File: src/rtl/sigmoid_pipe.sv
// sigmoid_pipe: 3-stage valid/ready sigmoid activation driven by a programmable breakpoint table.
//   The input x is signed fixed point in units of 0.1. The output is unsigned in units of 1/ONE.
//   Negative inputs use odd symmetry: sig(-x) = ONE - sig(x).
// Ports:
//   clk, rst (synchronous, active high)
//   in_valid/in_ready/in_data: signed sample in.
//   out_valid/out_ready/out_data: sigmoid result out.
//   cfg_we/cfg_addr/cfg_thr/cfg_val: table entry write. A write blocks input acceptance for that cycle.
// Latency is 3 cycles. The whole pipe freezes while out_valid & ~out_ready.
module sigmoid_pipe #(
  parameter int IN_W  = 8,
  parameter int OUT_W = 8,
  parameter int NSEG  = 10,
  parameter int ONE   = 100,
  localparam int AW   = $clog2(NSEG)
) (
  input  logic             clk,
  input  logic             rst,
  input  logic             in_valid,
  output logic             in_ready,
  input  logic [IN_W-1:0]  in_data,
  output logic             out_valid,
  input  logic             out_ready,
  output logic [OUT_W-1:0] out_data,
  input  logic             cfg_we,
  input  logic [AW-1:0]    cfg_addr,
  input  logic [IN_W-1:0]  cfg_thr,
  input  logic [OUT_W-1:0] cfg_val
);

  localparam logic [OUT_W-1:0] ONE_C = OUT_W'(ONE);

  // Default breakpoints. Entries beyond the tenth are never selected because of the all-ones threshold.
  function automatic logic [IN_W-1:0] def_thr(input int i);
    case (i)
      0: return IN_W'(0);
      1: return IN_W'(5);
      2: return IN_W'(10);
      3: return IN_W'(15);
      4: return IN_W'(20);
      5: return IN_W'(25);
      6: return IN_W'(30);
      7: return IN_W'(35);
      8: return IN_W'(40);
      9: return IN_W'(50);
      default: return '1;
    endcase
  endfunction

  function automatic logic [OUT_W-1:0] def_val(input int i);
    case (i)
      0: return OUT_W'(50);
      1: return OUT_W'(62);
      2: return OUT_W'(73);
      3: return OUT_W'(81);
      4: return OUT_W'(88);
      5: return OUT_W'(92);
      6: return OUT_W'(95);
      7: return OUT_W'(98);
      8: return OUT_W'(98);
      9: return OUT_W'(100);
      default: return ONE_C;
    endcase
  endfunction

  logic [IN_W-1:0]  thr [NSEG];
  logic [OUT_W-1:0] val [NSEG];

  logic             s1_vld, s1_sign;
  logic [IN_W-1:0]  s1_mag;
  logic             s2_vld, s2_sign;
  logic [OUT_W-1:0] s2_val;

  logic             adv, accept, addr_ok;
  logic [IN_W-1:0]  in_mag;
  logic [OUT_W-1:0] sel_val, s3_res;

  assign adv      = ~out_valid | out_ready;
  assign in_ready = adv & ~cfg_we;
  assign accept   = in_valid & in_ready;
  assign addr_ok  = {1'b0, cfg_addr} < (AW+1)'(NSEG);

  // The unsigned magnitude is IN_W bits wide, so the most negative input maps to 2^(IN_W-1) without overflow.
  assign in_mag = in_data[IN_W-1] ? (~in_data + 1'b1) : in_data;

  // The highest matching index wins. The thresholds may be non-monotonic, so every entry is scanned.
  always_comb begin
    sel_val = val[0];
    for (int i = 0; i < NSEG; i++) begin
      if (s1_mag >= thr[i]) sel_val = val[i];
    end
  end

  // For negative inputs the result is the complement ONE - val. It clamps to 0 when a programmed val exceeds ONE.
  always_comb begin
    s3_res = s2_val;
    if (s2_sign) s3_res = (s2_val > ONE_C) ? '0 : ONE_C - s2_val;
  end

  always_ff @(posedge clk) begin
    if (rst) begin
      s1_vld    <= 1'b0;
      s1_sign   <= 1'b0;
      s1_mag    <= '0;
      s2_vld    <= 1'b0;
      s2_sign   <= 1'b0;
      s2_val    <= '0;
      out_valid <= 1'b0;
      out_data  <= '0;
      for (int i = 0; i < NSEG; i++) begin
        thr[i] <= def_thr(i);
        val[i] <= def_val(i);
      end
    end else begin
      // The table updates at this edge. A sample moving from S1 to S2 on this edge still sees the old entry.
      if (cfg_we && addr_ok) begin
        thr[cfg_addr] <= cfg_thr;
        val[cfg_addr] <= cfg_val;
      end
      if (adv) begin
        s1_vld <= accept;
        if (accept) begin
          s1_sign <= in_data[IN_W-1];
          s1_mag  <= in_mag;
        end
        s2_vld <= s1_vld;
        if (s1_vld) begin
          s2_sign <= s1_sign;
          s2_val  <= sel_val;
        end
        out_valid <= s2_vld;
        if (s2_vld) out_data <= s3_res;
      end
    end
  end

endmodule

File: config.mk
export PLATFORM = sky130hd
export DESIGN_NAME = sigmoid_pipe
export DESIGN_NICKNAME = d
export VERILOG_FILES = /design/src/rtl/sigmoid_pipe.sv
export SDC_FILE = /design/constraint.sdc
export NUM_CORES = 1
export LEC_CHECK = 0
export CORE_ASPECT_RATIO = 1.25
export CORE_MARGIN = 10
export CORE_UTILIZATION = 55
export DETAILED_ROUTE_END_ITERATION = 8
export DONT_BUFFER_PORTS = 1
export PLACE_DENSITY = 0.66
export SYNTH_ARGS = -nofsm -noshare
export SYNTH_HDL_FRONTEND = slang
export SYNTH_SLANG_ARGS = --single-unit
File: constraint.sdc
create_clock -name clk -period 3.5 [get_ports clk]
set_input_delay 1.05 -clock clk [delete_from_list [all_inputs] [get_ports clk]]
set_output_delay 1.05 -clock clk [all_outputs]
set_load 0.02 [all_outputs]
==> reports/metrics.cfg <==
[pwr]
swShare_pct = 26.45
internal_power_mw = 3.633
clockPowerShare_pct = 36.9
net-switching-power_mw = 1.307
seqPwrFrac_pct = 51.5
power.density_nw_per_um2 = 480.9
p_total_mw = 4.940
ir_worst_vdd_mv = 0.3758
combinationalPowerShare_pct = 11.6
leakagePower_nw = 4.153

[place]
dp.final_hpwl_um = 16450
dpl.cell_count = 1062
gp_congestion = 0.8713
port_buffers = 0

[clock_network]
cts_setup_buffers = 0
clk_path_buf_depth = 2
clk_pin_slew_ns = 0.07
cts_tree = yes
clkLatencyLatePin_ns = 0.44
cts_buffers = 17
cts_root_buffer = clkbuf_16
htree_levels = 4
postCtsHoldBufs = 0
cts_num_sinks = 181
cts_resized = 0

[floorplanning]
die-area_sq_um = 22710
core_region_area_sq_um = 16780
io_pins = 43
start_util_pct = 55.91
rows = 53
die_w_um = 136.8
fp.dieH_um = 166.0

[global_route]
antenna_found_initial = 0
grt_usage_pct = 19.82
grt_overflow = 0
grt_max_degree = 37
grt_pass1_wl_um = 34240
first_global_vias = 6282

[sta]
tns_ns = 0
setup_violations = 0
hold_viol = 0
clock.fmax_mhz = 348.0
rsz0062_at_grt = false
post-route-period-util_pct = 82.10
max_slew.worst_pin.slew_ns = 0.8489
clock_skew_ns = 0.01132
drv_slew = 0
maxSlewHeadroom_pct = 43.29
layout_min_cycle_time_ns = 2.874

[logic_synthesis]
synthCells = 847
yosys-top-cells-area = edfxtp_1, ha_1, dfxtp_1, nor2_1, inv_1
syn_area_per_cell_sq_um = 11.07
syn-num-nets = 954
synth_top_area_share_pct = 48.66
seq_area_frac_synth_pct = 54.85
synth_area_sq_um = 9380
synth-edff-count = 152
yosysTopAreaCell = edfxtp_1
synth_cell_types = 60
synthArstFlopShare_pct = 0
ys_ff_latch = 181
yosys_warnings = 0
synth_top_flop_cell = edfxtp_1

[worst_setup_path]
arrival_ns = 3.25
crit_required_ns = 3.88
crit_type = reg2reg
r2r-start = s1_mag[6]$_SDFFE_PP0P_
crit_fanout = 10
worstRegToRegCells = 9
r2r-end = s2_val[2]$_SDFFE_PP0P_
startpoint_type = register
end_kind = register
r2r_setup_slack_ns = 0.63

[finish]
final_cell_mix = edfxtp_1, nor2_1, inv_1
finalNetCount = 968
finalNonFillerCells = 1094
layout_commonest_cell = edfxtp_1
antennaDiodeCount = 0
drive_gt1_share_pct = 11.56
fin_util_pct = 61.23
area_growth_pct = 9.511

[worst_hold_path]
hold_depth = 2
min-delay-start = s1_vld$_SDFFE_PP0N_
hold_path_class = reg2reg
holdPathEnd = s1_vld$_SDFFE_PP0N_

[status]
status = complete, no violations

[route]
drt_drc_violations_left = 0
ant_nets = 0
vias = 6321
wl_per_cell_um = 20.25
routed_wl_um = 22160
first_iter_violations = 442
first_pass_iters = 6
post_drt_via_cell_ratio = 5.778

[run]
drv_cap = 0

==> power groups by stage <==
stage | Sequential, mW | Clock, mW | Combinational, mW
floorplan | 2.56 | 0 | 0.446
global placement | 2.59 | 0 | 0.547
detailed placement | 2.59 | 0 | 0.570
CTS | 2.55 | 1.83 | 0.576
global route | 2.56 | 1.93 | 0.640
finish | 2.55 | 1.82 | 0.573
==> through the flow <==
step                      area [sq um]  setup slack, ns  hold WS (ns)
after floorplan                   9380           0.4249        0.4487
after global placement            9707           0.6323        0.4642
after detailed placement          9707           0.5536        0.4701
after CTS                        10270           0.6183        0.4867
after global routing             10270           0.4669        0.5073
final                            10270           0.6265        0.4810
==> cells in the mapped netlist (3+ instances only) <==
master and number:
a2111oi_4 4, a211oi_1 8, a21o_1 4, a21oi_1 24
a221oi_2 8, a22oi_1 8, and2_1 3, and3_1 3
clkbuf_1 24, dfxtp_1 29, edfxtp_1 152, ha_1 74
inv_1 88, mux2i_1 12, nand2_1 87, nand2b_1 16
nand3_1 13, nand3b_1 9, nand4_1 3, nor2_1 139
nor2b_1 5, nor3_1 17, nor3b_1 3, o2111ai_1 9
o211a_1 8, o21a_1 7, o21ai_0 11, o21ai_1 5
o21ai_2 11, o221a_2 8, o221ai_1 8, xor2_1 8
==> registers in the layout, indices dropped and copies added (netlist names) <==
signal,flops
out_data,8
s2_vld,1
val,80
thr,72
s2_val,8
s1_sign,1
out_valid,1
s1_vld,1
s2_sign,1
s1_mag,8
==> cell type report <==
| class | count | area (sq um) |
|---|---|---|
| fillers | 1368 | 6505 |
| flip-flops and latches | 181 | 5145 |
| multi-input cells | 549 | 3776 |
| clock buffers | 17 | 425.4 |
| inverters | 88 | 330.3 |
| well taps | 220 | 275.3 |
| repair buffers | 24 | 180.2 |
| clock inverters | 15 | 140.1 |
==> cells by family (layout without fill, tap and decap cells) <==
group | after synthesis | in the layout | share of synthesized area [%]
xor gates and xnor gates | 9 | 9 | 0.8404
muxes | 12 | 12 | 1.281
DFF | 181 | 181 | 54.85
and+or+nand+nor | 317 | 317 | 15.35
buffers and inverters | 117 | 144 | 4.895
adders and majority gates | 74 | 74 | 9.871
AOI/OAI and AO/OA | 137 | 137 | 12.91
==> routing by layer <==
layer  share of wire, %  up-vias  track usage (%)  wire, um
met3                6.7       41            4.419      1481
met2                 50      204            33.05     11060
li1                   -     3044                -         -
met4                2.9        0            7.576       637
met1                 41     3032            24.29      8980
met5                  0        -                0         0
==> worst max-delay path by stage <==
stage / end / slack [ns] / startpoint
2_1_floorplan: thr[1][0]$_SDFFCE_PN1P_ / 0.42 / rst
3_3_place_gp: thr[8][5]$_SDFFCE_PN1P_ / 0.63 / cfg_addr[2]
3_5_place_dp: thr[8][3]$_SDFFCE_PN1P_ / 0.55 / cfg_addr[2]
4_1_cts: s2_val[2]$_SDFFE_PP0P_ / 0.62 / s1_mag[6]$_SDFFE_PP0P_
5_1_grt: s2_val[2]$_SDFFE_PP0P_ / 0.47 / s1_mag[0]$_SDFFE_PP0P_
6_report: s2_val[2]$_SDFFE_PP0P_ / 0.63 / s1_mag[6]$_SDFFE_PP0P_
==> critical path, cell delays in order (launching register included) <==
cell and delay, ns:
dfxtp_1 0.69, ha_1 0.33, o21a_1 0.18, nor2_1 0.24, a21oi_1 0.15, nor2_4 0.24
and3_1 0.48, a221oi_2 0.10, o211a_1 0.28, o21ai_2 0.11
Note: power is estimated with default switching activity, not from simulation.
